### src/rtl/pipeline_ctrl_if.sv
// Bundle of signals between the pipeline latch chain and its hazard controller.
//   fd_instr, dx_instr : instructions held in the F/D and D/X latches
//   branch_taken       : X-stage branch/jump resolved taken this cycle
//   md_ready           : mult/div result valid this cycle
//   pc_en, fd_en, dx_en: PC / latch write enables
//   fd_flush           : F/D latch loads nop this edge
//   dx_bubble          : D/X latch loads nop this edge
//   xm_bubble          : X/M latch loads nop this edge
//   md_start           : one-cycle start pulse to the mult/div unit
//   md_timeout         : one-cycle pulse when the watchdog forces completion
//   stall_cnt          : saturating count of stalled cycles
//   flush_cnt          : saturating count of taken-branch flushes
// master = datapath side (supplies instructions and status);
// slave  = the controller (returns enables and counters).
interface pipeline_ctrl_if;
  logic [31:0] fd_instr;
  logic [31:0] dx_instr;
  logic        branch_taken;
  logic        md_ready;
  logic        pc_en;
  logic        fd_en;
  logic        dx_en;
  logic        fd_flush;
  logic        dx_bubble;
  logic        xm_bubble;
  logic        md_start;
  logic        md_timeout;
  logic [15:0] stall_cnt;
  logic [15:0] flush_cnt;

  modport master (
    output fd_instr, dx_instr, branch_taken, md_ready,
    input  pc_en, fd_en, dx_en, fd_flush, dx_bubble, xm_bubble,
           md_start, md_timeout, stall_cnt, flush_cnt
  );

  modport slave (
    input  fd_instr, dx_instr, branch_taken, md_ready,
    output pc_en, fd_en, dx_en, fd_flush, dx_bubble, xm_bubble,
           md_start, md_timeout, stall_cnt, flush_cnt
  );
endinterface

### src/rtl/pipeline_ctrl.sv
// Hazard/sequencing controller for the F/D, D/X and X/M pipeline latches.
// Decodes the D-stage (fd_instr) and X-stage (dx_instr) instructions and
// produces latch enables, bubbles and flushes for:
//   - load-use interlock (one-cycle stall with a D/X bubble)
//   - taken-branch flush of the F/D latch plus a D/X bubble
//   - multi-cycle mult/div stall with start/ready handshake and watchdog
// Ports:
//   clock : single clock, all state updates on posedge
//   reset : synchronous, active-high
//   bus   : pipeline_ctrl_if.slave (instructions/status in, controls/counters out)
// Control outputs are combinational from state and inputs; the FSM state,
// watchdog and the two event counters are registered.
// CNT_W must satisfy 2**CNT_W > MD_TIMEOUT.
module pipeline_ctrl #(
  parameter int MD_TIMEOUT = 40,
  parameter int CNT_W      = 6
) (
  input  logic           clock,
  input  logic           reset,
  pipeline_ctrl_if.slave bus
);

  typedef enum logic {IDLE, MD_WAIT} state_t;

  localparam logic [4:0] OP_RTYPE = 5'b00000;
  localparam logic [4:0] OP_LW    = 5'b01000;
  localparam logic [4:0] ALU_MUL  = 5'b00110;
  localparam logic [4:0] ALU_DIV  = 5'b00111;
  localparam logic [CNT_W-1:0] WDOG_LAST = CNT_W'(MD_TIMEOUT - 1);

  function automatic logic [15:0] sat_inc(input logic [15:0] v);
    return (v == 16'hFFFF) ? v : v + 16'd1;
  endfunction

  state_t           state, state_nxt;
  logic [CNT_W-1:0] wdog, wdog_nxt;
  logic [15:0]      stall_cnt_q, flush_cnt_q;

  logic pc_en, fd_en, dx_en, fd_flush, dx_bubble, xm_bubble, md_start, md_timeout;

  // Instruction fields
  logic [4:0] fd_op, fd_rd, fd_rs, fd_rt;
  logic [4:0] dx_op, dx_rd, dx_aluop;
  logic       dx_lw, dx_md, load_use;
  logic       use_rs, use_rt, use_rd;

  assign fd_op    = bus.fd_instr[31:27];
  assign fd_rd    = bus.fd_instr[26:22];
  assign fd_rs    = bus.fd_instr[21:17];
  assign fd_rt    = bus.fd_instr[16:12];
  assign dx_op    = bus.dx_instr[31:27];
  assign dx_rd    = bus.dx_instr[26:22];
  assign dx_aluop = bus.dx_instr[6:2];

  logic unused_bits;
  assign unused_bits = ^{bus.fd_instr[11:0], bus.dx_instr[21:7], bus.dx_instr[1:0]};

  assign dx_lw = (dx_op == OP_LW) && (dx_rd != 5'd0);
  assign dx_md = (dx_op == OP_RTYPE) && ((dx_aluop == ALU_MUL) || (dx_aluop == ALU_DIV));

  // Which register fields the D-stage instruction actually reads
  always_comb begin
    use_rs = 1'b0;
    use_rt = 1'b0;
    use_rd = 1'b0;
    case (fd_op)
      5'b00000: begin use_rs = 1'b1; use_rt = 1'b1; end
      5'b00101: use_rs = 1'b1;
      5'b01000: use_rs = 1'b1;
      5'b00111: begin use_rs = 1'b1; use_rd = 1'b1; end
      5'b00010: begin use_rs = 1'b1; use_rd = 1'b1; end
      5'b00110: begin use_rs = 1'b1; use_rd = 1'b1; end
      5'b00100: use_rd = 1'b1;
      default: ;
    endcase
  end

  // r0 can never match because dx_lw already excludes a load into r0
  assign load_use = dx_lw && ((use_rs && (fd_rs == dx_rd)) ||
                              (use_rt && (fd_rt == dx_rd)) ||
                              (use_rd && (fd_rd == dx_rd)));

  always_comb begin
    state_nxt  = state;
    wdog_nxt   = wdog;
    pc_en      = 1'b1;
    fd_en      = 1'b1;
    dx_en      = 1'b1;
    fd_flush   = 1'b0;
    dx_bubble  = 1'b0;
    xm_bubble  = 1'b0;
    md_start   = 1'b0;
    md_timeout = 1'b0;
    if (reset) begin
      // Abandon any in-flight mult/div silently; outputs stay at defaults
      state_nxt = IDLE;
      wdog_nxt  = '0;
    end else begin
      case (state)
        IDLE: begin
          if (dx_md) begin
            md_start  = 1'b1;
            pc_en     = 1'b0;
            fd_en     = 1'b0;
            dx_en     = 1'b0;
            xm_bubble = 1'b1;
            state_nxt = MD_WAIT;
            wdog_nxt  = '0;
          end else if (load_use) begin
            pc_en     = 1'b0;
            fd_en     = 1'b0;
            dx_bubble = 1'b1;
          end else if (bus.branch_taken) begin
            fd_flush  = 1'b1;
            dx_bubble = 1'b1;
          end
        end
        MD_WAIT: begin
          if (bus.md_ready || (wdog >= WDOG_LAST)) begin
            // Result (real or forced) passes into X/M with all enables open
            state_nxt  = IDLE;
            md_timeout = ~bus.md_ready;
          end else begin
            pc_en     = 1'b0;
            fd_en     = 1'b0;
            dx_en     = 1'b0;
            xm_bubble = 1'b1;
            wdog_nxt  = wdog + 1'b1;
          end
        end
        default: state_nxt = IDLE;
      endcase
    end
  end

  always_ff @(posedge clock) begin
    if (reset) begin
      state       <= IDLE;
      wdog        <= '0;
      stall_cnt_q <= '0;
      flush_cnt_q <= '0;
    end else begin
      state <= state_nxt;
      wdog  <= wdog_nxt;
      if (!pc_en)   stall_cnt_q <= sat_inc(stall_cnt_q);
      if (fd_flush) flush_cnt_q <= sat_inc(flush_cnt_q);
    end
  end

  assign bus.pc_en      = pc_en;
  assign bus.fd_en      = fd_en;
  assign bus.dx_en      = dx_en;
  assign bus.fd_flush   = fd_flush;
  assign bus.dx_bubble  = dx_bubble;
  assign bus.xm_bubble  = xm_bubble;
  assign bus.md_start   = md_start;
  assign bus.md_timeout = md_timeout;
  assign bus.stall_cnt  = stall_cnt_q;
  assign bus.flush_cnt  = flush_cnt_q;

endmodule
### src/flat_wrapper.sv
// flat-port wrapper written by rule: the top's interface ports become plain ports
module pipeline_ctrl_flat 
#(
  parameter int MD_TIMEOUT = 40,
  parameter int CNT_W      = 6
)
  (clock, reset, bus_fd_instr, bus_dx_instr, bus_branch_taken, bus_md_ready, bus_pc_en, bus_fd_en, bus_dx_en, bus_fd_flush, bus_dx_bubble, bus_xm_bubble, bus_md_start, bus_md_timeout, bus_stall_cnt, bus_flush_cnt);
  pipeline_ctrl_if bus_i ();
  input  logic clock;
  input  logic reset;
  input wire logic [$bits(bus_i.fd_instr)-1:0] bus_fd_instr;
  input wire logic [$bits(bus_i.dx_instr)-1:0] bus_dx_instr;
  input wire logic [$bits(bus_i.branch_taken)-1:0] bus_branch_taken;
  input wire logic [$bits(bus_i.md_ready)-1:0] bus_md_ready;
  output wire logic [$bits(bus_i.pc_en)-1:0] bus_pc_en;
  output wire logic [$bits(bus_i.fd_en)-1:0] bus_fd_en;
  output wire logic [$bits(bus_i.dx_en)-1:0] bus_dx_en;
  output wire logic [$bits(bus_i.fd_flush)-1:0] bus_fd_flush;
  output wire logic [$bits(bus_i.dx_bubble)-1:0] bus_dx_bubble;
  output wire logic [$bits(bus_i.xm_bubble)-1:0] bus_xm_bubble;
  output wire logic [$bits(bus_i.md_start)-1:0] bus_md_start;
  output wire logic [$bits(bus_i.md_timeout)-1:0] bus_md_timeout;
  output wire logic [$bits(bus_i.stall_cnt)-1:0] bus_stall_cnt;
  output wire logic [$bits(bus_i.flush_cnt)-1:0] bus_flush_cnt;
  assign bus_i.fd_instr = bus_fd_instr;
  assign bus_i.dx_instr = bus_dx_instr;
  assign bus_i.branch_taken = bus_branch_taken;
  assign bus_i.md_ready = bus_md_ready;
  assign bus_pc_en = bus_i.pc_en;
  assign bus_fd_en = bus_i.fd_en;
  assign bus_dx_en = bus_i.dx_en;
  assign bus_fd_flush = bus_i.fd_flush;
  assign bus_dx_bubble = bus_i.dx_bubble;
  assign bus_xm_bubble = bus_i.xm_bubble;
  assign bus_md_start = bus_i.md_start;
  assign bus_md_timeout = bus_i.md_timeout;
  assign bus_stall_cnt = bus_i.stall_cnt;
  assign bus_flush_cnt = bus_i.flush_cnt;
  pipeline_ctrl #(.MD_TIMEOUT(MD_TIMEOUT), .CNT_W(CNT_W)) u_core (.clock(clock), .reset(reset), .bus(bus_i));
endmodule
### config.mk
export PLATFORM = sky130hd
export DESIGN_NAME = pipeline_ctrl_flat
export DESIGN_NICKNAME = d
export VERILOG_FILES = /design/src/rtl/pipeline_ctrl_if.sv /design/src/rtl/pipeline_ctrl.sv /design/src/flat_wrapper.sv
export SDC_FILE = /design/constraint.sdc
export NUM_CORES = 1
export LEC_CHECK = 0
export CAP_MARGIN = 15
export CORE_ASPECT_RATIO = 0.9
export CORE_MARGIN = 5
export CORE_UTILIZATION = 38
export DETAILED_ROUTE_END_ITERATION = 8
export GPL_ROUTABILITY_DRIVEN = 0
export PLACE_DENSITY = 0.78
export RECOVER_POWER = 100
export SLEW_MARGIN = 15
export SYNTH_ARGS = -nofsm -noshare
export SYNTH_HDL_FRONTEND = slang
export SYNTH_SLANG_ARGS = --single-unit
### constraint.sdc
create_clock -name clock -period 2.45 [get_ports clock]
set_clock_uncertainty 0.05 [all_clocks]
set_input_delay 0.6125 -clock clock [delete_from_list [all_inputs] [get_ports clock]]
set_output_delay 0.6125 -clock clock [all_outputs]
set_load 0.01 [all_outputs]
* Word level (Yosys, flattened, before mapping)
Index checks and enable logic that the tools add are counted.
** Storage, ports and cells
- Word-level logic and storage cells :: 79
- Register bits :: 39
** Operators by class
- Bitwise logic cells :: 5
- Reductions and logical operators :: 18
- Multiplexer cells :: 32
- Eq/ne operators :: 16
- Add/sub/neg operators :: 3
- Order comparisons :: 1
** Operator list (count)
- adder 16 x 1 -> 16 bit, second input constant :: 2
- == test 16 bit, second input constant :: 2
- == test 5 x 3 -> 1 bit, second input constant :: 6
- two-way mux 1 bit :: 26
- == test 5 bit :: 3
- two-way mux 6 bit :: 2
- one-hot mux 6 bit (2 select lines) :: 1
- == test 5 x 4 -> 1 bit, second input constant :: 2
- logical NOT 5 bit :: 2
- adder 6 x 1 -> 6 bit, second input constant :: 1
- greater-or-equal comparator 6 bit, second input constant :: 1
- logical AND 1 bit :: 6
- one-hot mux 1 bit (2 select lines) :: 3
- AND reduction 2 bit :: 3
- OR reduction 6 bit :: 1
- == test 5 x 2 -> 1 bit, second input constant :: 1
- NOT 1 bit :: 5
- nonzero test 5 bit :: 1
- logical OR 1 bit :: 4
- OR reduction 4 bit :: 1
- inequality test 2 x 1 -> 1 bit, second input constant :: 1
- inequality test 2 bit, second input constant :: 1

* Logic depth before layout (Yosys ltp)
Gate-level depths: netlist (run 1).
- Word-level depth :: 13
- Depth in mapped cells :: 10

* Least setup slack after synthesis (run 1)
No wires, ideal clock.
- Path type :: input-to-output
- Start point :: input port bus_dx_instr[22]
- End point :: output port bus_pc_en
- Arrival :: 1.956 ns
- Stages on the path :: 5
- Required time :: 1.788 ns
- Setup slack :: -0.169 ns
- Buffers on the path :: 1
- Path through :: or4_1 > o2111ai_2 > nor2_1 > a21oi_1 > buf_4
** Between the ends
- Word-level cells in the longest chain between the ends :: 9
- Elaborated cells between the ends (all ways) :: 15
** Ends and longest elaborated chain
- start: declaration :: line flat_wrapper.sv:12 : input wire logic [$bits(bus_i.dx_instr)-1:0] bus_dx_instr;
- == test 5 bit (on tied branches) :: line pipeline_ctrl.sv:79, pipeline_ctrl.sv:80
- logical AND 1 bit (on tied branches) :: line pipeline_ctrl.sv:79, pipeline_ctrl.sv:80
- logical OR 1 bit :: line pipeline_ctrl.sv:79 : assign load_use = dx_lw && ((use_rs && (fd_rs == dx_rd)) ||
- logical OR 1 bit :: line pipeline_ctrl.sv:80 : (use_rt && (fd_rt == dx_rd)) ||
- logical AND 1 bit * :: line pipeline_ctrl.sv:79
- two-way mux 1 bit * (2 in series)
- one-hot mux 1 bit (2 select lines) *
- two-way mux 1 bit *
- end: declaration :: line flat_wrapper.sv:15 : output wire logic [$bits(bus_i.pc_en)-1:0] bus_pc_en;
Every way passes the cells marked *; elsewhere a longest branch is shown, timed or not.

* Worst setup path in the final report (run 1)
- Start point :: input port bus_fd_instr[21]
- End point :: output port bus_dx_bubble
** Between the ends
- Word-level cells in the longest chain between the ends :: 9
** Ends and longest elaborated chain
- start: declaration :: line flat_wrapper.sv:11 : input wire logic [$bits(bus_i.fd_instr)-1:0] bus_fd_instr;
- == test 5 bit :: line pipeline_ctrl.sv:79
- logical AND 1 bit :: line pipeline_ctrl.sv:79
- logical OR 1 bit :: line pipeline_ctrl.sv:79
- logical OR 1 bit :: line pipeline_ctrl.sv:80
- logical AND 1 bit :: line pipeline_ctrl.sv:79
- two-way mux 1 bit :: line pipeline_ctrl.sv:109 : end else if (load_use) begin
- two-way mux 1 bit :: line pipeline_ctrl.sv:101 : if (dx_md) begin
- two-way mux 1 bit :: line pipeline_ctrl.sv:99 : case (state)
- two-way mux 1 bit :: line pipeline_ctrl.sv:94 : if (reset) begin
- end: declaration :: line flat_wrapper.sv:19 : output wire logic [$bits(bus_i.dx_bubble)-1:0] bus_dx_bubble;
Every way passes these cells.

==> metrics.txt, run 1 <==
status=finished, violations left; failing checks=setup timing; Core Area=roughly 6000 um^2; internal power=roughly 1000 uW; # fillers=around 480; Mean Syn Cell Area=a little over 8 um^2; Routed WL=7820 um; main combinational cell family by area after synthesis=simple AND/OR/NAND/NOR gates; Adder-Cell Fraction of Synth Area=roughly 1.6%; Synth Area in Simple Gates=between 20% and 30%; Via density=between 5 and 6; power per cell area=approximately 330 nW/um^2; Clk network pwr share=a little over a third; final std cells w/o fill=slightly below 500; layout cells sized above 1=a little over a third; All-Layer GR Usage=18.7%; top-area cell type share of the netlist area=33.4%; most frequent cells in the layout=dfxtp_1 (39), buf_4 (35), dlygate4sd3_1 (32); net switching power=about 330 uW; worst-path maximum fanout=2; CTS HTree Levels=2; CP Launch Point=bus_fd_instr[21]; CP Launch Type=input pin; Synth cell types=between 40 and 50; number of detailed-route iterations in the first pass=4; fraction of synthesized area in multiplexers=3.37%; Synthesized Nets=around 360; Final setup viols=18; Bufs on Longest Clock Path=2; drt drc=0; Area contributors post-synth=dfxtp_1 (33%), xnor2_1 (5.6%), a21oi_1 (5.6%), nand3_1 (5.1%), o31ai_1 (3.8%); n_diodes=0; Worst Setup End Kind=primary output; Critical R2R Capture=u_core.bus.stall_cnt[8]$_SDFFE_PP0P_; Syn. warnings=0; ys async rst share=0%; Vias=between 2000 and 3000; PortBufs=77; Crit path depth=9; overall die area=a little under 8000 um^2; Largest delay share family, worst path=buffers and inverters; Final Cell Area=4010 um^2; vias in the first global route=2628; Hold Vio Cnt, Final=0; Tmin final=2620 ps; Top FF cell, synth=dfxtp_1; TritonCTS clock tree=yes; Hold Crit Class=flop to flop; Worst-Skew Late Latency=approximately 280 ps; synth-to-layout area growth=71.4%; clock root buffer=clkbuf_8; dpl cells=~460; Final period util=107%; post-synthesis sequential area ratio=roughly 33%; most common cell after layout, fill and taps aside=dfxtp_1; gr ovfl total=0; Synth Cell Area=between 2000 and 2500 um^2; R2R cell count=10; Worst Setup EP=bus_dx_bubble; DP Wirelength=slightly above 5000 um; min setup slack post-route=-172 ps; XOR/XNOR Fraction of Synth Area=around 5.6%; largest area contributor in the netlist=dfxtp_1; RSZ-0062 raised after global routing=true; Max-cap violations=0; critical-path cell list=dlygate4sd2_1 -> xnor2_1 -> nand3_1 -> o22ai_2 -> a21oi_2 -> buf_6 -> nor2_4 -> o211a_1 -> buf_2; Synth Instances=approximately 290; crit path DAT=between 1500 and 2000 ps; Placed Area=approximately 3400 um^2; Sequential cell area=approximately 780 um^2; worst slew pin tran=469 ps; 1st-iter DRT viols=between 100 and 150; Cell Rows=27; first-pass GRT wire length=12200 um; Switching Fraction=about a quarter; Initial Util=about two fifths; top achievable clock speed=around 380 MHz; WHS Path Cells=2; LEAKAGE=approximately 0.0016 uW; share of power burned in registers=47.9%; Final Net Count=about 480; die height=about 84 um; Synth Register Bits=39; clock sink count=39; fin. max-slew vios=0; Rel. slew slack=approximately 69%; Ports=~110; CP Class=input pin to primary output; area of the multi-input gates=about 1800 um^2; Critical-path top delay cell=dlygate4sd2_1; largest net degree at the start of global routing=22; CTS buffer count=5; CTS clk-pin slew, worst paths=about 70 ps; Buf+Inv Stages, Crit Path=3; compound-gate portion of the synthesized area=between 20% and 30%; Avg WL per Cell=16.3 um; die width=approximately 93 um; CP required=1790 ps; initial antenna violation count=0; CP max stage delay=roughly 240 ps; peak supply drop=approximately 0.35 mV; R2R Setup Slk=approximately 20 ps; Comb power frac=between 15 and 20%; RR Startpoint=u_core.wdog[0]$_SDFFE_PP0P_; EDFF count, synth=0; Final ANT Viol Nets=0
per-layer routing:
metal  GRT usage, %  wire length, um  vias to the layer above  share of wire [%]
met5              0                0                        -                  0
met4           3.33               39                        0               0.50
met3           4.12              516                        4                6.6
met2           32.2             3790                       87                 48
met1           24.3             3480                     1283                 44
li1               -                -                     1320                  -
worst min path at each step:
stage                                                      from                                    end  slack [ps]
after detailed placement            u_core.wdog[5]$_SDFFE_PP0P_            u_core.wdog[5]$_SDFFE_PP0P_         430
final                               u_core.wdog[5]$_SDFFE_PP0P_            u_core.wdog[5]$_SDFFE_PP0P_         450
after global routing      u_core.bus.stall_cnt[12]$_SDFFE_PP0P_  u_core.bus.stall_cnt[12]$_SDFFE_PP0P_         480
after global placement              u_core.wdog[5]$_SDFFE_PP0P_            u_core.wdog[5]$_SDFFE_PP0P_         420
after CTS                  u_core.bus.stall_cnt[5]$_SDFFE_PP0P_   u_core.bus.stall_cnt[5]$_SDFFE_PP0P_         450
after floorplan                     u_core.wdog[5]$_SDFFE_PP0P_            u_core.wdog[5]$_SDFFE_PP0P_         410
per-stage QoR:
stage | util (%) | worst slack, ps | setup TNS, ps | hold slack (ps) | total power [uW]
final | 66.3 | -172 | -1160 | 451 | 1330
after global routing | 66.3 | -240 | -2930 | 479 | 1380
after CTS | 62.2 | -158 | -1180 | 453 | 1330
after detailed placement | 57.0 | -962 | -23880 | 432 | 836
after global placement | 57.0 | -898 | -22290 | 417 | 834
after floorplan | - | -22.4 | -22.4 | 408 | 722
synth_stat cells (3+ instances only):
cell	instances
dfxtp_1	39
o31ai_1	12
ha_1	3
nor3_1	8
a21o_1	3
nand3_1	24
mux2_1	6
o21ai_0	3
o311ai_1	5
a21oi_1	26
or3_1	8
or4_1	12
and3_1	13
nand2_1	15
nor2_1	15
o21ai_1	8
nor2b_1	10
buf_2	4
inv_1	9
clkbuf_1	5
nor4_1	4
xnor2_1	15
o41ai_1	5
cell type report:
class / count / share of cell area, %
multi-input combinational: 223 / 45.2
timing repair buffer: 127 / 29.5
sequential: 39 / 19.5
clock buffer: 8 / 2.50
tap: 72 / 2.25
inverter: 12 / 1.12
repair_timing:
action	4_1_cts	5_1_grt
buffers inserted	11	3
cloned	2	1
hold buffers	0	0
gates resized for setup	155	52
endpoints found under the setup margin	38	30
pin swaps	64	26
state kept, by name (all words and copies together) (netlist names):
signal                flops
u_core.wdog               6
u_core.bus.stall_cnt     16
u_core.state              1
u_core.bus.flush_cnt     16
logic make-up after synthesis:
kind of cell,Yosys count
adders and majority gates,3
buffers and inverters,24
AOI/OAI and AO/OA,77
DFF,39
and+or+nand+nor,121
muxes,7
xor gates and xnor gates,15
worst register-to-register path: stages (launching register included):
cell,delay (ps)
dfxtp_1,330
ha_2,190
a211o_1,310
nand2_2,110
nand2b_4,60
o21a_1,140
clkbuf_1,200
o31a_4,210
buf_16,170
or4_1,420
a21oi_1,170
power by group through the flow:
| stage | combinational [uW] | clock (uW) | sequential (uW) |
|---|---|---|---|
| 2_1_floorplan | 69.2 | 0 | 653 |
| 3_3_place_gp | 182 | 0 | 652 |
| 3_5_place_dp | 184 | 0 | 652 |
| 4_1_cts | 192 | 498 | 637 |
| 5_1_grt | 226 | 521 | 637 |
| 6_report | 212 | 480 | 637 |
(Power assumes the default switching activity.)
==> run 2: changes to the inputs <==
Settings changed: CORE_MARGIN 5 to 2, CTS_CLUSTER_DIAMETER set to 150.
==> run 2 against run 1 <==
Effect of this change:
- the run still ends with setup timing left
- final cell count decreased by 0.42%
- sequential share of layout area increased by 0.13 points
- hold slack got worse by 2.8 ps
- utilization decreased by 0.46 points
- critical endpoint is now bus_fd_flush
==> metrics.txt, run 2 (synthesized netlist as in run 1, its figures left out) <==
PortBufs=77 (unchanged); initial antenna violation count=0 (unchanged); Routed WL=7540 um (-3.6%); Hold Vio Cnt, Final=0 (unchanged); crit path DAT=1990 ps (+30 ps); RSZ-0062 raised after global routing=true; CTS clk-pin slew, worst paths=70 ps (about the same); Placed Area=3450 um^2 (+0.22%); All-Layer GR Usage=21.3% (+2.6 points); dpl cells=457 (+0.22%); CP Launch Type=input pin; Final setup viols=22 (+4); largest net degree at the start of global routing=23 (+4.5%); Avg WL per Cell=15.7 um (-3.2%); final std cells w/o fill=479 (-0.42%); Final Cell Area=3980 um^2 (-0.69%); Cell Rows=27 (unchanged); Ports=108 (unchanged); Rel. slew slack=71.3% (+2.7 points); Final period util=108% (+1.4 points); first-pass GRT wire length=11800 um (-3.3%); Sequential cell area=781 um^2 (unchanged); clock root buffer=clkbuf_8; most common cell after layout, fill and taps aside=dfxtp_1; CTS buffer count=5 (unchanged); worst slew pin tran=428 ps (-41.0 ps); Vias=2742 (+1.8%); clock sink count=39 (unchanged); drt drc=0 (unchanged); Worst-Skew Late Latency=290 ps (about the same); Max-cap violations=0 (unchanged); Bufs on Longest Clock Path=2 (unchanged); die height=78.5 um (-7.1%); layout cells sized above 1=36.4% (+1.6 points); 1st-iter DRT viols=116 (-11%); Core Area=6050 um^2 (unchanged); number of detailed-route iterations in the first pass=4 (unchanged); min setup slack post-route=-207 ps (-34.8 ps); Hold Crit Class=flop to flop; gr ovfl total=0 (unchanged); status=finished, violations left; most frequent cells in the layout=dfxtp_1 (39), buf_4 (34), dlygate4sd3_1 (32); CTS HTree Levels=2 (unchanged); worst-path maximum fanout=2 (unchanged); TritonCTS clock tree=yes; CP required=1790 ps (about the same); LEAKAGE=0.00161 uW (-1.1%); Initial Util=38.7% (unchanged); top achievable clock speed=376 MHz (-1.3%); Worst Setup End Kind=primary output; CP Class=input pin to primary output; failing checks=setup timing; DP Wirelength=4920 um (-4.8%); n_diodes=0 (unchanged); Final ANT Viol Nets=0 (unchanged); peak supply drop=0.216 mV (-39%); Final Net Count=477 (-0.42%); overall die area=6810 um^2 (-13%); # fillers=497 (+3.8%); area of the multi-input gates=1840 um^2 (+1.4%); synth-to-layout area growth=70.2%; die width=86.7 um (-6.5%); hold bufs inserted after CTS=0 (unchanged); power per cell area=317 nW/um^2 (-4.3%); vias in the first global route=2560 (-2.6%); Via density=5.72 (+2.2%); Tmin final=2660 ps (+34.8 ps); fin. max-slew vios=0 (unchanged)
run 2: cell types whose count changed in the layout (fill, tap and decap cells not counted), sizes merged:
cell           previous run  this run
clkdlybuf4s50             4         3
dlygate4sd2               9        17
bufbuf                    0         1
clkinv                    1         2
clkdlybuf4s15             8         4
clkbuf                   14        11
buf                      68        64
run 2: worst max-delay path: stages:
cell,delay [ps]
dlygate4sd2_1,250
xnor2_1,230
nand2_1,110
o22ai_2,220
a21oi_2,90
buf_6,140
o21ai_4,160
inv_2,60
buf_6,120
run 2: timing repair:
action                     4_1_cts  5_1_grt
resized for setup              137       59
buffers inserted                10        4
cloned                           3        0
pin swaps                       53       33
setup endpoints to repair       38       32
run 2: final cells by class:
type | count | share of cell area (%)
clock buffer | 7 | 1.92
multi-input combinational | 223 | 46.1
clock inverter | 1 | 0.126
inverter | 12 | 1.13
timing repair buffer | 125 | 28.8
sequential | 39 | 19.6
tap | 72 | 2.26
run 2: stage by stage:
stage | worst slack, ps | setup TNS (ps) | hold WS [ps] | total power [uW] | utilization [%]
global route | -275 | -3140 | 483 | 1320 | 65.9
floorplan | -22.4 | -22.4 | 408 | 722 | -
global placement | -852 | -22810 | 417 | 835 | 57.1
finish | -207 | -1840 | 448 | 1260 | 65.9
detailed placement | -894 | -24190 | 433 | 838 | 57.1
CTS | -225 | -1770 | 448 | 1260 | 62.0
run 2: report_power, final:
group,switching [uW],leakage [uW],internal [uW]
clock,223,0.0000422,200
sequential,2.23,0.000314,635
combinational,98.6,0.00126,105
total,324,0.00161,940
run 2: worst paths after layout:
kind | startpoint | to | slack [ps] | cells past startpoint
hold / removal | u_core.wdog[5]$_SDFFE_PP0P_ | u_core.wdog[5]$_SDFFE_PP0P_ | 450 | 2
setup reg to reg | u_core.wdog[0]$_SDFFE_PP0P_ | u_core.bus.stall_cnt[5]$_SDFFE_PP0P_ | 60 | 10
hold reg to reg | u_core.wdog[5]$_SDFFE_PP0P_ | u_core.wdog[5]$_SDFFE_PP0P_ | 450 | 2
setup / recovery | bus_fd_instr[13] | bus_fd_flush | -210 | 9
run 2: routing by layer:
metal	GRT usage [%]	wire length, um
met1	27.5	3370
met2	35.3	3670
met3	4.63	432
met4	6.56	70
met5	0	0
